### src/rtl/booth_pkg.sv
// Shared types and constants for the Booth multiplier issue controller.
// Holds the controller state encoding, default operand width and WAIT timeout length.
// The timeout length is also available as a function so other widths can reuse it.
package booth_pkg;

  localparam int DEFAULT_WIDTH = 16;

  typedef enum logic [2:0] {
    ST_IDLE  = 3'd0,
    ST_START = 3'd1,
    ST_LDM   = 3'd2,
    ST_LDQ   = 3'd3,
    ST_WAIT  = 3'd4,
    ST_RESP  = 3'd5,
    ST_CLR   = 3'd6
  } state_t;

  // Radix-2 Booth needs about one cycle per operand bit on each phase, plus slack.
  function automatic int timeout_cycles(input int width);
    return 2 * width + 4;
  endfunction

  localparam int TIMEOUT_CYCLES = timeout_cycles(DEFAULT_WIDTH);

endpackage

### src/rtl/booth_wait_timer.sv
// Loadable down-counter that flags expiry once it has reached zero.
// Latency: load takes effect on the next edge; expired_o is combinational from the count.
// Backpressure: none; counting pauses at zero and whenever en_i is low.
module booth_wait_timer #(
  parameter int CW = 6
) (
  input  logic          clk,
  input  logic          rst,
  input  logic          load_i,
  input  logic [CW-1:0] load_val_i,
  input  logic          en_i,
  output logic          expired_o
);

  localparam logic [CW-1:0] ONE = CW'(1);

  logic [CW-1:0] cnt_q, cnt_d;

  // Load has priority over counting; the count saturates at zero.
  always_comb begin
    cnt_d = cnt_q;
    if (load_i) begin
      cnt_d = load_val_i;
    end else if (en_i && (cnt_q != '0)) begin
      cnt_d = cnt_q - ONE;
    end
  end

  // Count register, cleared by reset.
  always_ff @(posedge clk) begin
    if (rst) begin
      cnt_q <= '0;
    end else begin
      cnt_q <= cnt_d;
    end
  end

  assign expired_o = (cnt_q == '0);

endmodule

### src/rtl/booth_issue_ctrl.sv
// Issues operand pairs to a Booth multiplier (start, mcand load, mplier load) and returns the product.
// Latency: accept-to-accept is at least 6 cycles plus multiplier latency plus out_ready stall cycles.
// Backpressure: one transaction in flight; in_ready only in IDLE, RESP holds until out_ready.
// Optional build macro BOOTH_ISSUE_TIMEOUT_EN adds a WAIT watchdog that returns out_err=1.
module booth_issue_ctrl
  import booth_pkg::*;
#(
  parameter int WIDTH = DEFAULT_WIDTH
) (
  input  logic               clk,
  input  logic               rst,
  input  logic               in_valid,
  output logic               in_ready,
  input  logic [WIDTH-1:0]   in_mcand,
  input  logic [WIDTH-1:0]   in_mplier,
  output logic               mul_start,
  output logic [WIDTH-1:0]   mul_data,
  output logic               mul_clr,
  input  logic               mul_done,
  input  logic [2*WIDTH-1:0] mul_product,
  output logic               out_valid,
  input  logic               out_ready,
  output logic [2*WIDTH-1:0] out_product,
  output logic               out_err,
  output logic               busy
);

  state_t             state_q, state_d;
  logic [WIDTH-1:0]   mcand_q, mplier_q;
  logic [2*WIDTH-1:0] prod_q, prod_d;
  logic               accept;

  assign accept = in_valid & in_ready;

`ifdef BOOTH_ISSUE_TIMEOUT_EN
  localparam int              TO_CYCLES = timeout_cycles(WIDTH);
  localparam int              TW        = $clog2(TO_CYCLES + 1);
  // Loaded while in LDQ so the count reads TO_CYCLES-1 on the first WAIT cycle
  // and hits zero on the last permitted WAIT cycle.
  localparam logic [TW-1:0]   TO_LOAD   = TW'(TO_CYCLES - 1);

  logic tmr_expired;
  logic timeout;
  logic err_q, err_d;

  booth_wait_timer #(
    .CW (TW)
  ) u_wait_timer (
    .clk        (clk),
    .rst        (rst),
    .load_i     (state_q == ST_LDQ),
    .load_val_i (TO_LOAD),
    .en_i       (state_q == ST_WAIT),
    .expired_o  (tmr_expired)
  );

  assign timeout = (state_q == ST_WAIT) & tmr_expired;
  assign out_err = err_q;
`else
  assign out_err = 1'b0;
`endif

  // Next-state and result-capture logic; mul_done only matters in WAIT.
  always_comb begin
    state_d = state_q;
    prod_d  = prod_q;
`ifdef BOOTH_ISSUE_TIMEOUT_EN
    err_d   = err_q;
`endif
    case (state_q)
      ST_IDLE:  if (accept) state_d = ST_START;
      ST_START: state_d = ST_LDM;
      ST_LDM:   state_d = ST_LDQ;
      ST_LDQ:   state_d = ST_WAIT;
      ST_WAIT: begin
        if (mul_done) begin
          state_d = ST_RESP;
          prod_d  = mul_product;
`ifdef BOOTH_ISSUE_TIMEOUT_EN
          err_d   = 1'b0;
        end else if (timeout) begin
          state_d = ST_RESP;
          prod_d  = '0;
          err_d   = 1'b1;
`endif
        end
      end
      ST_RESP:  if (out_ready) state_d = ST_CLR;
      ST_CLR:   state_d = ST_IDLE;
      default:  state_d = ST_IDLE;
    endcase
  end

  // State and captured-result registers; reset discards any pending result.
  always_ff @(posedge clk) begin
    if (rst) begin
      state_q <= ST_IDLE;
      prod_q  <= '0;
    end else begin
      state_q <= state_d;
      prod_q  <= prod_d;
    end
  end

`ifdef BOOTH_ISSUE_TIMEOUT_EN
  // Error flag travels with the captured product.
  always_ff @(posedge clk) begin
    if (rst) begin
      err_q <= 1'b0;
    end else begin
      err_q <= err_d;
    end
  end
`endif

  // Operand latches only load on an accepted handshake.
  always_ff @(posedge clk) begin
    if (rst) begin
      mcand_q  <= '0;
      mplier_q <= '0;
    end else if (accept) begin
      mcand_q  <= in_mcand;
      mplier_q <= in_mplier;
    end
  end

  // Shared load bus: multiplicand then multiplier, zero otherwise.
  always_comb begin
    mul_data = '0;
    if (state_q == ST_LDM) mul_data = mcand_q;
    if (state_q == ST_LDQ) mul_data = mplier_q;
  end

  assign in_ready    = (state_q == ST_IDLE) & ~rst;
  assign mul_start   = (state_q == ST_START);
  // Held during reset so the multiplier always leaves its terminal state.
  assign mul_clr     = rst | (state_q == ST_CLR);
  assign out_valid   = (state_q == ST_RESP);
  assign out_product = prod_q;
  assign busy        = (state_q != ST_IDLE);

endmodule
### config.mk
export PLATFORM = sky130hd
export DESIGN_NAME = booth_issue_ctrl
export DESIGN_NICKNAME = d
export VERILOG_FILES = /design/src/rtl/booth_pkg.sv /design/src/rtl/booth_wait_timer.sv /design/src/rtl/booth_issue_ctrl.sv
export SDC_FILE = /design/constraint.sdc
export NUM_CORES = 1
export LEC_CHECK = 0
export CAP_MARGIN = 40
export CELL_PAD_IN_SITES_DETAIL_PLACEMENT = 1
export CELL_PAD_IN_SITES_GLOBAL_PLACEMENT = 1
export CORE_AREA = 2 2 101 103
export CTS_CLUSTER_DIAMETER = 120
export CTS_CLUSTER_SIZE = 25
export DETAILED_ROUTE_END_ITERATION = 12
export DIE_AREA = 0 0 103 105
export GPL_ROUTABILITY_DRIVEN = 1
export GPL_TIMING_DRIVEN = 0
export PLACE_DENSITY_LB_ADDON = 0.1
export SLEW_MARGIN = 30
export SYNTH_ARGS = -nofsm -noshare
export SYNTH_HDL_FRONTEND = slang
export SYNTH_HIERARCHICAL = 1
export SYNTH_SLANG_ARGS = --single-unit
### constraint.sdc
create_clock -name clk -period 2.02 [get_ports clk]
set_input_delay 0.606 -clock clk [delete_from_list [all_inputs] [get_ports clk]]
set_output_delay 0.606 -clock clk [all_outputs]
set_load 0.01 [all_outputs]
# ---- Word level (Yosys, flattened, before mapping)
# Index checks and enable logic that the tools add are counted.
dict set report op_classes {
  n_bitwise 4
  reduce_logical 4
  n_mux 6
  n_eq_ne 9
}
# cell n
set op_table {}
lappend op_table {{16-bit two-way mux} 2}
lappend op_table {{3-bit case mux with 6 select lines} 1}
lappend op_table {{3-bit equality test (second input constant)} 3}
lappend op_table {{3-bit two-way mux} 3}
lappend op_table {{3-bit by 2-bit equality test with 1-bit output (second input constant)} 2}
lappend op_table {{2-bit inequality test (second input constant)} 2}
lappend op_table {{3-bit by 1-bit equality test with 1-bit output (second input constant)} 1}
lappend op_table {{3-bit logical NOT} 1}
lappend op_table {{3-bit AND reduction} 1}
lappend op_table {{3-bit nonzero test} 1}
lappend op_table {{1-bit AND} 2}
lappend op_table {{2-bit by 1-bit inequality test with 1-bit output (second input constant)} 1}
lappend op_table {{2-bit AND reduction} 1}
lappend op_table {{1-bit inverter} 1}
lappend op_table {{1-bit bitwise OR} 1}
dict set report totals {
  out_inout_bits 54
  input_bits 69
  regBits 67
  word_cells 27
}

# ---- Depth between registers and ports, before layout
dict set report logic_depth {
  ltp_word 5
  depth_mapped 6
  ltp_nobuf 3
}

# ---- Worst setup path before layout
# OpenSTA, ideal clock, no wires.
dict set report synth_timing {
  kind {input to output}
  from {input rst}
  to {output mul_clr}
  arrival_ps 1226
  setup_slack_ps 188
  n_path_buf 2
  stages 3
  path_cell_list {clkbuf_1 clkbuf_1 a31o_1}
}
dict set report synth_via {
  elab_chain_cells 1
}
# item line
set synth_rtl {}
lappend synth_rtl {{start, declared} booth_issue_ctrl.sv:11} ;# input logic rst,
lappend synth_rtl {{1-bit bitwise OR} booth_issue_ctrl.sv:137} ;# assign mul_clr = rst | (state_q == ST_CLR);
lappend synth_rtl {{end, declared} booth_issue_ctrl.sv:18} ;# output logic mul_clr,
# No other way between the ends.

# ---- Final worst setup path
dict set report layout_timing {
  from {register state_q[0]}
  to {output in_ready}
}
dict set report layout_via {
  elab_chain_cells 2
}
# item line
set layout_rtl {}
lappend layout_rtl {{start, declared} booth_issue_ctrl.sv:28} ;# state_t state_q, state_d;
lappend layout_rtl {{start signal, assigned} booth_issue_ctrl.sv:100} ;# state_q <= state_d;
lappend layout_rtl {{3-bit logical NOT} booth_issue_ctrl.sv:134} ;# assign in_ready = (state_q == ST_IDLE) & ~rst;
lappend layout_rtl {{1-bit AND} booth_issue_ctrl.sv:134}
lappend layout_rtl {{end, declared} booth_issue_ctrl.sv:13} ;# output logic in_ready,
# No other way between the ends.

==> flow_summary.ini <==
[critical_path]
worstSetupEndpointType = primary output
cp_data_arrival_time_ns = 1.48
worstSetupStartpointType = flip-flop
slowest_stage = dfxtp_2
max_stage_delay_ns = 0.33
cp_num_buf_inv = 3
cp_top_family = simple AND/OR/NAND/NOR gates
path_cells = buf_6 > buf_4 > or3_4 > nor2_1 > buf_2
required_ns = 1.41
critical_path_class = reg2out
critPathMaxFanout = 5

[sta]
min_period_over_period_pct = 103.1
timing.slew.headroom_pct = 64.54
slew_viol_final = 0
worst_slack_ns = -0.06266
setup_violations = 5
hold_viol_final = 0
max_freq_mhz = 480.2
period_minus_slack_ns = 2.083
tightest_slew_ns = 0.5319
finalClockSkew_ns = 0.01159
grt_setup_unrepaired = yes

[layout]
fill_cells = 1198
area_growth_syn_to_layout_pct = 63.13
diodes = 0
final_net_count = 559
final_common_cell = nand2_1
layout_common_cells = nand2_1, clkdlybuf4s50_1, a21oi_1, dfxtp_1, buf_2
drive_gt1_share_pct = 16.19
finalCoreUtilization_pct = 46.35

[global_routing]
grt_pass1_wl_um = 13770
track_usage_pct = 16.26
grt_pass1_vias = 2769
antenna_found_initial = 0
grt_max_degree = 12
overflow = 0

[detailed_routing]
first_pass_iters = 4
drtAntennaViolNets = 0
dr_total_vias = 2749
drc_errors = 0
drtIter0Drc = 55
wire_per_inst_um = 14.01
avgViaCountPerCell = 4.384
routed_wl_um = 8784

[clock_tree]
h-tree-depth = 3
root_buffer = clkbuf_8
clock-sinks = 67
cts-buffers-inserted = 9
cts_tree = built
cts_max_path_buffers = 2
clk_pin_slew_ns = 0.07
clk_latency_ns = 0.35

[pwr]
peakVddDrop_uv = 326.7
p_leak_nw = 1.669
powerDensity_nw_per_um2 = 792.8

[floorplan]
core_region_area_um2 = 9639
rows = 36
die_w_um = 103
die_h_um = 105
io_pins = 123
initial_utilization_pct = 28.41
dieArea_um2 = 10820

[placement]
port_buffers = 120
gp_congestion = 0.7359
place_ws_ns = -0.6205
dpl.hpwl_um = 6115

[flow_run]
drv_cap = 0

[min_path]
hp-class = reg2reg

[status]
violations = setup timing
outcome = complete, but fails checks

[synthesis]
yosys_warnings = 6
synthesis.area_um2 = 2739
syn_nets = 416
ys_seq_area_share_pct = 48.97
syn_area_per_cell_um2 = 7.893
ys_types = 26
synth_seq_cells = 67
netlist_instances = 347
final cells by class:
| class | count | area (µm²) | area share [%] |
|---|---|---|---|
| flip-flops and latches | 67 | 1350 | 30.22 |
| inverters | 2 | 7.507 | 0.1680 |
| repair buffers | 135 | 1305 | 29.21 |
| well taps | 133 | 166.4 | 3.724 |
| plain buffers | 28 | 226.5 | 5.069 |
| multi-input cells | 247 | 1230 | 27.53 |
| clock inverters | 5 | 55.05 | 1.232 |
| clock buffers | 10 | 127.6 | 2.856 |
kinds of logic after synthesis:
| group | share of synthesized area (%) |
|---|---|
| multiplexers | 5.847 |
| AO/OA/AOI/OAI | 13.02 |
| buffers and inverters | 7.310 |
| flip-flops | 48.97 |
| XOR/XNOR | 0.3198 |
| AND/OR/NAND/NOR | 24.39 |
| other | 0.1369 |
worst paths after layout:
check	startpoint	slack (ns)	to	cells past startpoint
max reg2reg	state_q[0]	0.36	mcand_q[9]	7
min	out_product[17]	0.45	out_product[17]	2
max	state_q[0]	-0.06	in_ready	5
min reg2reg	out_product[17]	0.45	out_product[17]	2
sequential cells by signal, summed over array words and instances, names as in the netlist:
signal / count
mcand_q: 16
out_product: 32
mplier_q: 16
state_q: 3
cells in the mapped netlist (all sizes together):
master	instances	area share, %
a21oi	64	12
a311oi	1	0.32
a31o	1	0.32
and2	1	0.23
and4bb	1	0.46
buf	19	5.4
clkbuf	12	1.6
conb	1	0.14
dfxtp	67	49
inv	2	0.27
mux2i	16	5.8
nand2	129	18
nand2b	1	0.23
nand4bb	1	0.41
nor2	20	2.7
nor2b	1	0.23
nor3	3	0.55
nor3b	1	0.27
nor4b	1	0.87
o21ba	1	0.37
o22a	1	0.32
or3	1	0.23
or4b	1	0.50
xnor2	1	0.32
worst reg2reg max path: stages (launching register included):
cell	delay, ns
dfxtp_2	0.33
buf_2	0.14
buf_4	0.14
or4b_4	0.50
buf_6	0.15
buf_6	0.14
nand2_1	0.07
a21oi_1	0.06
per-layer routing:
layer / vias to the layer above / GRT usage, % / part of all wire [%]
li1: 1401 / - / -
met1: 1262 / 20.32 / 44
met2: 79 / 27.13 / 49
met3: 7 / 3.278 / 5.7
met4: 0 / 6.203 / 1.0
met5: - / 0 / 0
report_power, final:
| group | internal, W | switching, W | leakage (nW) |
|---|---|---|---|
| combinational | 0.000545 | 0.000449 | 1.03 |
| sequential | 0.00142 | 0.0000582 | 0.546 |
| clock | 0.000559 | 0.000514 | 0.0881 |
what timing repair did:
action                                  4_1_cts  5_1_grt
resized for setup                           102       20
buffers inserted                              7        5
pin swaps                                     0        3
hold buffers                                  0        0
endpoints found under the setup margin       21       18
cloned                                        0        3
metrics by stage:
stage                     hold WS (ns)  area [µm²]  total power, W  instances  setup TNS [ns]
final                           0.4525        4468        0.003542        627        -0.07670
after global routing            0.4768        4468        0.003738        627          -1.256
after CTS                       0.4567        4338        0.003489        621         -0.7829
after detailed placement        0.4473        4106        0.002325        600          -13.41
after global placement          0.4416        4106        0.002311        600          -11.76
after floorplan                 0.4357        2739        0.001955        347               0
Power figures use the tool's default switching activity.
